<file path="src/rtl/mem_arbiter.sv">
// mem_arbiter: shares one data-memory port between issue lane A (older) and
// lane B (younger). A has fixed priority over B, so program order is kept.
// A single registered request stage drives memory. Up to MAX_OUT in-order
// transactions may be outstanding. A tag FIFO records the lane that owns each
// transaction, so every in-order response returns to the lane that issued it.
//
// Ports:
//   i_clk, i_rst              clock, synchronous active-high reset
//   i_x_req_valid/o_x_req_ready, i_x_addr/wdata/we/wstrb   lane x request (x=a,b)
//   o_x_res_valid, o_x_res_rdata                           lane x response (1-cycle pulse)
//   o_mem_req_valid/i_mem_req_ready, o_mem_addr/wdata/we/wstrb  memory request
//   i_mem_res_valid, i_mem_res_rdata                       in-order memory response
//   o_err                      sticky: a response arrived with nothing outstanding
module mem_arbiter #(
    parameter int ADDR_W  = 32,
    parameter int DATA_W  = 32,
    parameter int MAX_OUT = 4
) (
    input  logic                  i_clk,
    input  logic                  i_rst,
    input  logic                  i_a_req_valid,
    output logic                  o_a_req_ready,
    input  logic [ADDR_W-1:0]     i_a_addr,
    input  logic [DATA_W-1:0]     i_a_wdata,
    input  logic                  i_a_we,
    input  logic [DATA_W/8-1:0]   i_a_wstrb,
    input  logic                  i_b_req_valid,
    output logic                  o_b_req_ready,
    input  logic [ADDR_W-1:0]     i_b_addr,
    input  logic [DATA_W-1:0]     i_b_wdata,
    input  logic                  i_b_we,
    input  logic [DATA_W/8-1:0]   i_b_wstrb,
    output logic                  o_a_res_valid,
    output logic [DATA_W-1:0]     o_a_res_rdata,
    output logic                  o_b_res_valid,
    output logic [DATA_W-1:0]     o_b_res_rdata,
    output logic                  o_mem_req_valid,
    input  logic                  i_mem_req_ready,
    output logic [ADDR_W-1:0]     o_mem_addr,
    output logic [DATA_W-1:0]     o_mem_wdata,
    output logic                  o_mem_we,
    output logic [DATA_W/8-1:0]   o_mem_wstrb,
    input  logic                  i_mem_res_valid,
    input  logic [DATA_W-1:0]     i_mem_res_rdata,
    output logic                  o_err
);
    localparam int STRB_W = DATA_W / 8;
    localparam int PTR_W  = $clog2(MAX_OUT);
    localparam int CNT_W  = PTR_W + 1;
    localparam logic [CNT_W-1:0] MAX_CNT = CNT_W'(MAX_OUT);

    logic [CNT_W-1:0]   count_q, count_d;
    logic [PTR_W-1:0]   wptr_q, wptr_d, rptr_q, rptr_d;
    logic [MAX_OUT-1:0] tag_q, tag_d;         // 0 = lane A, 1 = lane B
    logic               req_vld_q, req_vld_d;
    logic [ADDR_W-1:0]  addr_q, addr_d;
    logic [DATA_W-1:0]  wdata_q, wdata_d;
    logic               we_q, we_d;
    logic [STRB_W-1:0]  wstrb_q, wstrb_d;
    logic               a_res_vld_q, a_res_vld_d, b_res_vld_q, b_res_vld_d;
    logic [DATA_W-1:0]  a_rdata_q, a_rdata_d, b_rdata_q, b_rdata_d;
    logic               err_q, err_d;

    logic can_accept, a_xfer, b_xfer, push, pop, pop_id;

    always_comb begin
        // Readies are gated by reset so every output reads 0 while i_rst is high.
        // No same-cycle bypass: a full count blocks even if a response pops now.
        can_accept    = !i_rst && (count_q < MAX_CNT) && (!req_vld_q || i_mem_req_ready);
        o_a_req_ready = can_accept;
        o_b_req_ready = can_accept && !i_a_req_valid;
        a_xfer        = i_a_req_valid && o_a_req_ready;
        b_xfer        = i_b_req_valid && o_b_req_ready;
        push          = a_xfer || b_xfer;
        // The outstanding count equals FIFO occupancy, so count==0 means empty.
        pop           = i_mem_res_valid && (count_q != '0);
        pop_id        = tag_q[rptr_q];

        req_vld_d = req_vld_q;
        addr_d    = addr_q;
        wdata_d   = wdata_q;
        we_d      = we_q;
        wstrb_d   = wstrb_q;
        if (a_xfer) begin
            req_vld_d = 1'b1;
            addr_d    = i_a_addr;
            wdata_d   = i_a_wdata;
            we_d      = i_a_we;
            wstrb_d   = i_a_wstrb;
        end else if (b_xfer) begin
            req_vld_d = 1'b1;
            addr_d    = i_b_addr;
            wdata_d   = i_b_wdata;
            we_d      = i_b_we;
            wstrb_d   = i_b_wstrb;
        end else if (req_vld_q && i_mem_req_ready) begin
            req_vld_d = 1'b0;
        end

        // Pointers wrap naturally because MAX_OUT is a power of two.
        tag_d  = tag_q;
        wptr_d = wptr_q;
        rptr_d = rptr_q;
        if (push) begin
            tag_d[wptr_q] = b_xfer;
            wptr_d        = wptr_q + 1'b1;
        end
        if (pop) rptr_d = rptr_q + 1'b1;

        count_d = count_q;
        case ({push, pop})
            2'b10:   count_d = count_q + 1'b1;
            2'b01:   count_d = count_q - 1'b1;
            default: count_d = count_q;
        endcase

        a_res_vld_d = pop && !pop_id;
        b_res_vld_d = pop && pop_id;
        a_rdata_d   = a_res_vld_d ? i_mem_res_rdata : a_rdata_q;
        b_rdata_d   = b_res_vld_d ? i_mem_res_rdata : b_rdata_q;

        err_d = err_q || (i_mem_res_valid && (count_q == '0));
    end

    always_ff @(posedge i_clk) begin
        if (i_rst) begin
            count_q     <= '0;
            wptr_q      <= '0;
            rptr_q      <= '0;
            tag_q       <= '0;
            req_vld_q   <= 1'b0;
            addr_q      <= '0;
            wdata_q     <= '0;
            we_q        <= 1'b0;
            wstrb_q     <= '0;
            a_res_vld_q <= 1'b0;
            b_res_vld_q <= 1'b0;
            a_rdata_q   <= '0;
            b_rdata_q   <= '0;
            err_q       <= 1'b0;
        end else begin
            count_q     <= count_d;
            wptr_q      <= wptr_d;
            rptr_q      <= rptr_d;
            tag_q       <= tag_d;
            req_vld_q   <= req_vld_d;
            addr_q      <= addr_d;
            wdata_q     <= wdata_d;
            we_q        <= we_d;
            wstrb_q     <= wstrb_d;
            a_res_vld_q <= a_res_vld_d;
            b_res_vld_q <= b_res_vld_d;
            a_rdata_q   <= a_rdata_d;
            b_rdata_q   <= b_rdata_d;
            err_q       <= err_d;
        end
    end

    assign o_mem_req_valid = req_vld_q;
    assign o_mem_addr      = addr_q;
    assign o_mem_wdata     = wdata_q;
    assign o_mem_we        = we_q;
    assign o_mem_wstrb     = wstrb_q;
    assign o_a_res_valid   = a_res_vld_q;
    assign o_a_res_rdata   = a_rdata_q;
    assign o_b_res_valid   = b_res_vld_q;
    assign o_b_res_rdata   = b_rdata_q;
    assign o_err           = err_q;
endmodule
</file>
<file path="config.mk">
export PLATFORM = sky130hd
export DESIGN_NAME = mem_arbiter
export DESIGN_NICKNAME = d
export VERILOG_FILES = /design/src/rtl/mem_arbiter.sv
export SDC_FILE = /design/constraint.sdc
export NUM_CORES = 1
export LEC_CHECK = 0
export ABC_AREA = 1
export CORE_MARGIN = 2
export CORE_UTILIZATION = 38
export DETAILED_ROUTE_END_ITERATION = 6
export PLACE_DENSITY = 0.84
export SYNTH_ARGS = -nofsm -noshare
export SYNTH_HDL_FRONTEND = slang
export SYNTH_SLANG_ARGS = --single-unit
</file>
<file path="constraint.sdc">
create_clock -name i_clk -period 2 [get_ports i_clk]
set_input_delay 0.3 -clock i_clk [delete_from_list [all_inputs] [get_ports i_clk]]
set_output_delay 0.3 -clock i_clk [all_outputs]
set_load 0.02 [all_outputs]
</file>
==> results of run 1 <==
## logic make-up (layout without fill, tap and decap cells)
kind of cell	after synthesis	in the layout
AOI/OAI and AO/OA	124	124
adders and majority gates	6	6
buffers and inverters	128	428
DFF	148	148
other	0	2
and+or+nand+nor	612	612
## routing by layer
| metal | wire length (µm) | up-vias | share of wire [%] | GRT usage, % |
|---|---|---|---|---|
| met1 | 8735 | 3395 | 40 | 24.95 |
| li1 | - | 3799 | - | - |
| met4 | 826 | 2 | 3.8 | 10.96 |
| met2 | 10630 | 280 | 49 | 37.70 |
| met3 | 1495 | 49 | 6.9 | 6.062 |
| met5 | 13 | - | 0.060 | 0 |
## critical path: stages (launching register included)
cell and delay, ps:
dfxtp_1 340, nor2_2 150, nand2_2 80, inv_2 90
buf_4 140, dlygate4sd2_1 340
## sequential cells by signal (all words and copies together) (netlist names)
signal and flops:
count_q 3, o_a_res_rdata 32, o_a_res_valid 1, o_b_res_rdata 32, o_b_res_valid 1, o_err 1
o_mem_addr 32, o_mem_req_valid 1, o_mem_wdata 32, o_mem_we 1, o_mem_wstrb 4, rptr_q 2
tag_q 4, wptr_q 2
## worst paths after layout
kind	start	to	slack (ps)
worst max-delay path	count_q[2]	o_a_req_ready	160
worst min-delay path	o_err	o_err	470
worst max register to register	count_q[2]	count_q[2]	250
worst min register to register	o_err	o_err	470
## repair_timing
action,4_1_cts,5_1_grt
setup endpoints to repair,2,1
resized for setup,2,2
pin swaps,0,0
## report_power, final
part	internal [µW]	total, µW	switching, µW	leakage [µW]
clock	2260	3530	1280	0.000308
combinational	2020	4550	2520	0.00311
sequential	3540	3840	302	0.00122
total	7830	11900	4100	0.00463
## metrics by stage
stage                     setup WS [ps]  total power (µW)  setup TNS (ps)  instance area, µm²
final                             160.1             11920               0               10780
after global routing              61.16             12570               0               10780
after CTS                         52.94             12030               0               10780
after detailed placement         -175.8              8467          -783.1               10130
after global placement           -101.1              8399          -233.4               10130
after floorplan                   5.476              6605               0                6880
## layout by cell type (no fill, tap or decap), drive strengths merged
master / synthesis / final
a21oi: 44 / 44
buf: 59 / 30
bufinv: 0 / 5
clkbuf: 16 / 22
clkdlybuf4s50: 0 / 311
clkinv: 0 / 3
clkinvlp: 0 / 2
dfxtp: 148 / 148
diode: 0 / 2
dlygate4sd2: 0 / 1
fa: 1 / 1
ha: 5 / 5
inv: 53 / 54
nand2: 223 / 223
nand3: 138 / 138
nor2: 248 / 248
nor3: 3 / 3
o21ai: 80 / 80
## final cells by class
cell class              count  share of cell area, %
repair buffers            343                  31.76
multi-input cells         742                  30.11
flip-flops and latches    148                  27.52
clock buffers              21                  4.178
well taps                 229                  2.658
inverters                  53                  1.868
clock inverters            11                  1.857
diodes                      2                0.04642
==> impl_results.md, run 1 <==
* Status: completed
* Leak at 0.004629 µW
* Top Ports at 315
* Data arrival, critical path at between 1500 and 2000 ps
* Largest family of logic cells by synthesized area: simple AND/OR/NAND/NOR gates
* Compound-Gate Fraction of Synth Area at 9.356%
* Nets@finish at 1487
* Final Setup Violations at 0
* Die Wd at between 100 and 150 µm
* Area leader, netlist: dfxtp_1
* Clock Path Buffers at 2
* Total GRT Usage at 21.89%
* Layout area overhead at 56.84%
* Min-Delay Path Class: flip-flop to flip-flop
* Cell count after placement at 1515
* Slew of the pin with the lowest slew margin at 785.6 ps
* H-tree depth at 4
* DR vias at 7525
* Period utilization at ~92%
* Total gr overflow at 0
* Dpl hpwl at 15540 µm
* Initial core utilization at roughly two fifths
* Root Buffer: clkbuf_16
* Placer Congestion at 0.8375
* Critical Path RT at ~1700 ps
* Register area share after synthesis at 43.10%
* Path type of the worst setup path: flip-flop to primary output
* Adder-cell share of the synthesized area at 1.201%
* Largest net degree at the start of global routing at 89
* Crit start category: flip-flop
* Register Area at 2967 µm²
* Util after Layout at 60.43%
* Clk slew on worst S/H paths at ~60 ps
* CTS tree: yes
* Async SR Flop Fraction at 0%
* RSZ-0062 raised after global routing: no
* EDFF count, synth at 0
* Final hold slack at 471.7 ps
* Die Area at 19180 µm²
* Num CTS Buffers at 17
* Top post-synthesis cells by area: dfxtp_1, nor2_1, nand2_1, nand3_1, o21ai_0
* Multi-input gate area at between 3000 and 4000 µm²
* Layout cells sized above 1 at 5.918%
* Power Density at 1106 nW/µm²
* # fillers at 1594
* DR WL/cell at 14.01 µm
* Post-synth top area share at a little over two fifths
* Post-Layout Cell Count at 1549
* # rows at 49
* Final Critical Period at 1840 ps
* Gate Count Post-Synth at 1018
* Maximum net fanout on the critical path at 3
* Mux cell area share after synthesis at 0%
* Synth top cells by count: nor2_1, nand2_1, dfxtp_1
* Clock latency on the worst-skew pair at between 400 and 500 ps
* Worst Skew at 8.361 ps
* Synth warn at 0
* Core area at 17840 µm²
* Fmax at 543.5 MHz
* Global-route wire length before repair at 34090 µm
* Most frequent cell after synthesis: nor2_1
* Max_slew headroom at 47.63%
* Unique masters post-synth at 24
* Setup Fix Bufs, Post-CTS at 0
* WHS Path Cells at 2
* Total Routed Length at 21700 µm
* Final antenna-violating net count at 0
* Simple-gate share of the synthesized area at 36.64%
* Post-synthesis xor/xnor area fraction at 0%
* Syn Area/Cell at 6.753 µm²
* #FFs+latches synth at roughly 150
* Via/cell ratio at about 4.9
* DRC viols at 0
* Vert. Die Dim at approximately 140 µm
* Synthesized Nets at 1200
* First DRT Iteration DRCs at about 270
* Drt pass-1 iters at 4
* Number of global-route vias before repair at 6914
* Post-synth top flop: dfxtp_1
* Worst VDD drop at 0.5672 mV
* Final hold vios at 0
* Buffers on Ports at 314
* Slew Limit Fails at 0
* Critical path endpoint category: primary output
* R2R cell count at 12
* # hold bufs at CTS at 0
* Max-Cap Viols at 0
* Synthesized cell area at 6874 µm²
* Initial antenna violation count at 3
* CTS Sinks at 148
No activity file was read; power rests on OpenSTA's default activity.
==> run 2, diff against run 1 <==
--- a/config.mk
+++ b/config.mk
@@ -8,6 +8,7 @@
 export ABC_AREA = 1
 export CORE_MARGIN = 2
 export CORE_UTILIZATION = 38
+export CTS_CLUSTER_SIZE = 25
 export DETAILED_ROUTE_END_ITERATION = 6
 export PLACE_DENSITY = 0.84
 export SYNTH_ARGS = -nofsm -noshare
==> results of run 2 <==
Same layout as run 1: the final DEF is identical, and so are final timing and power.
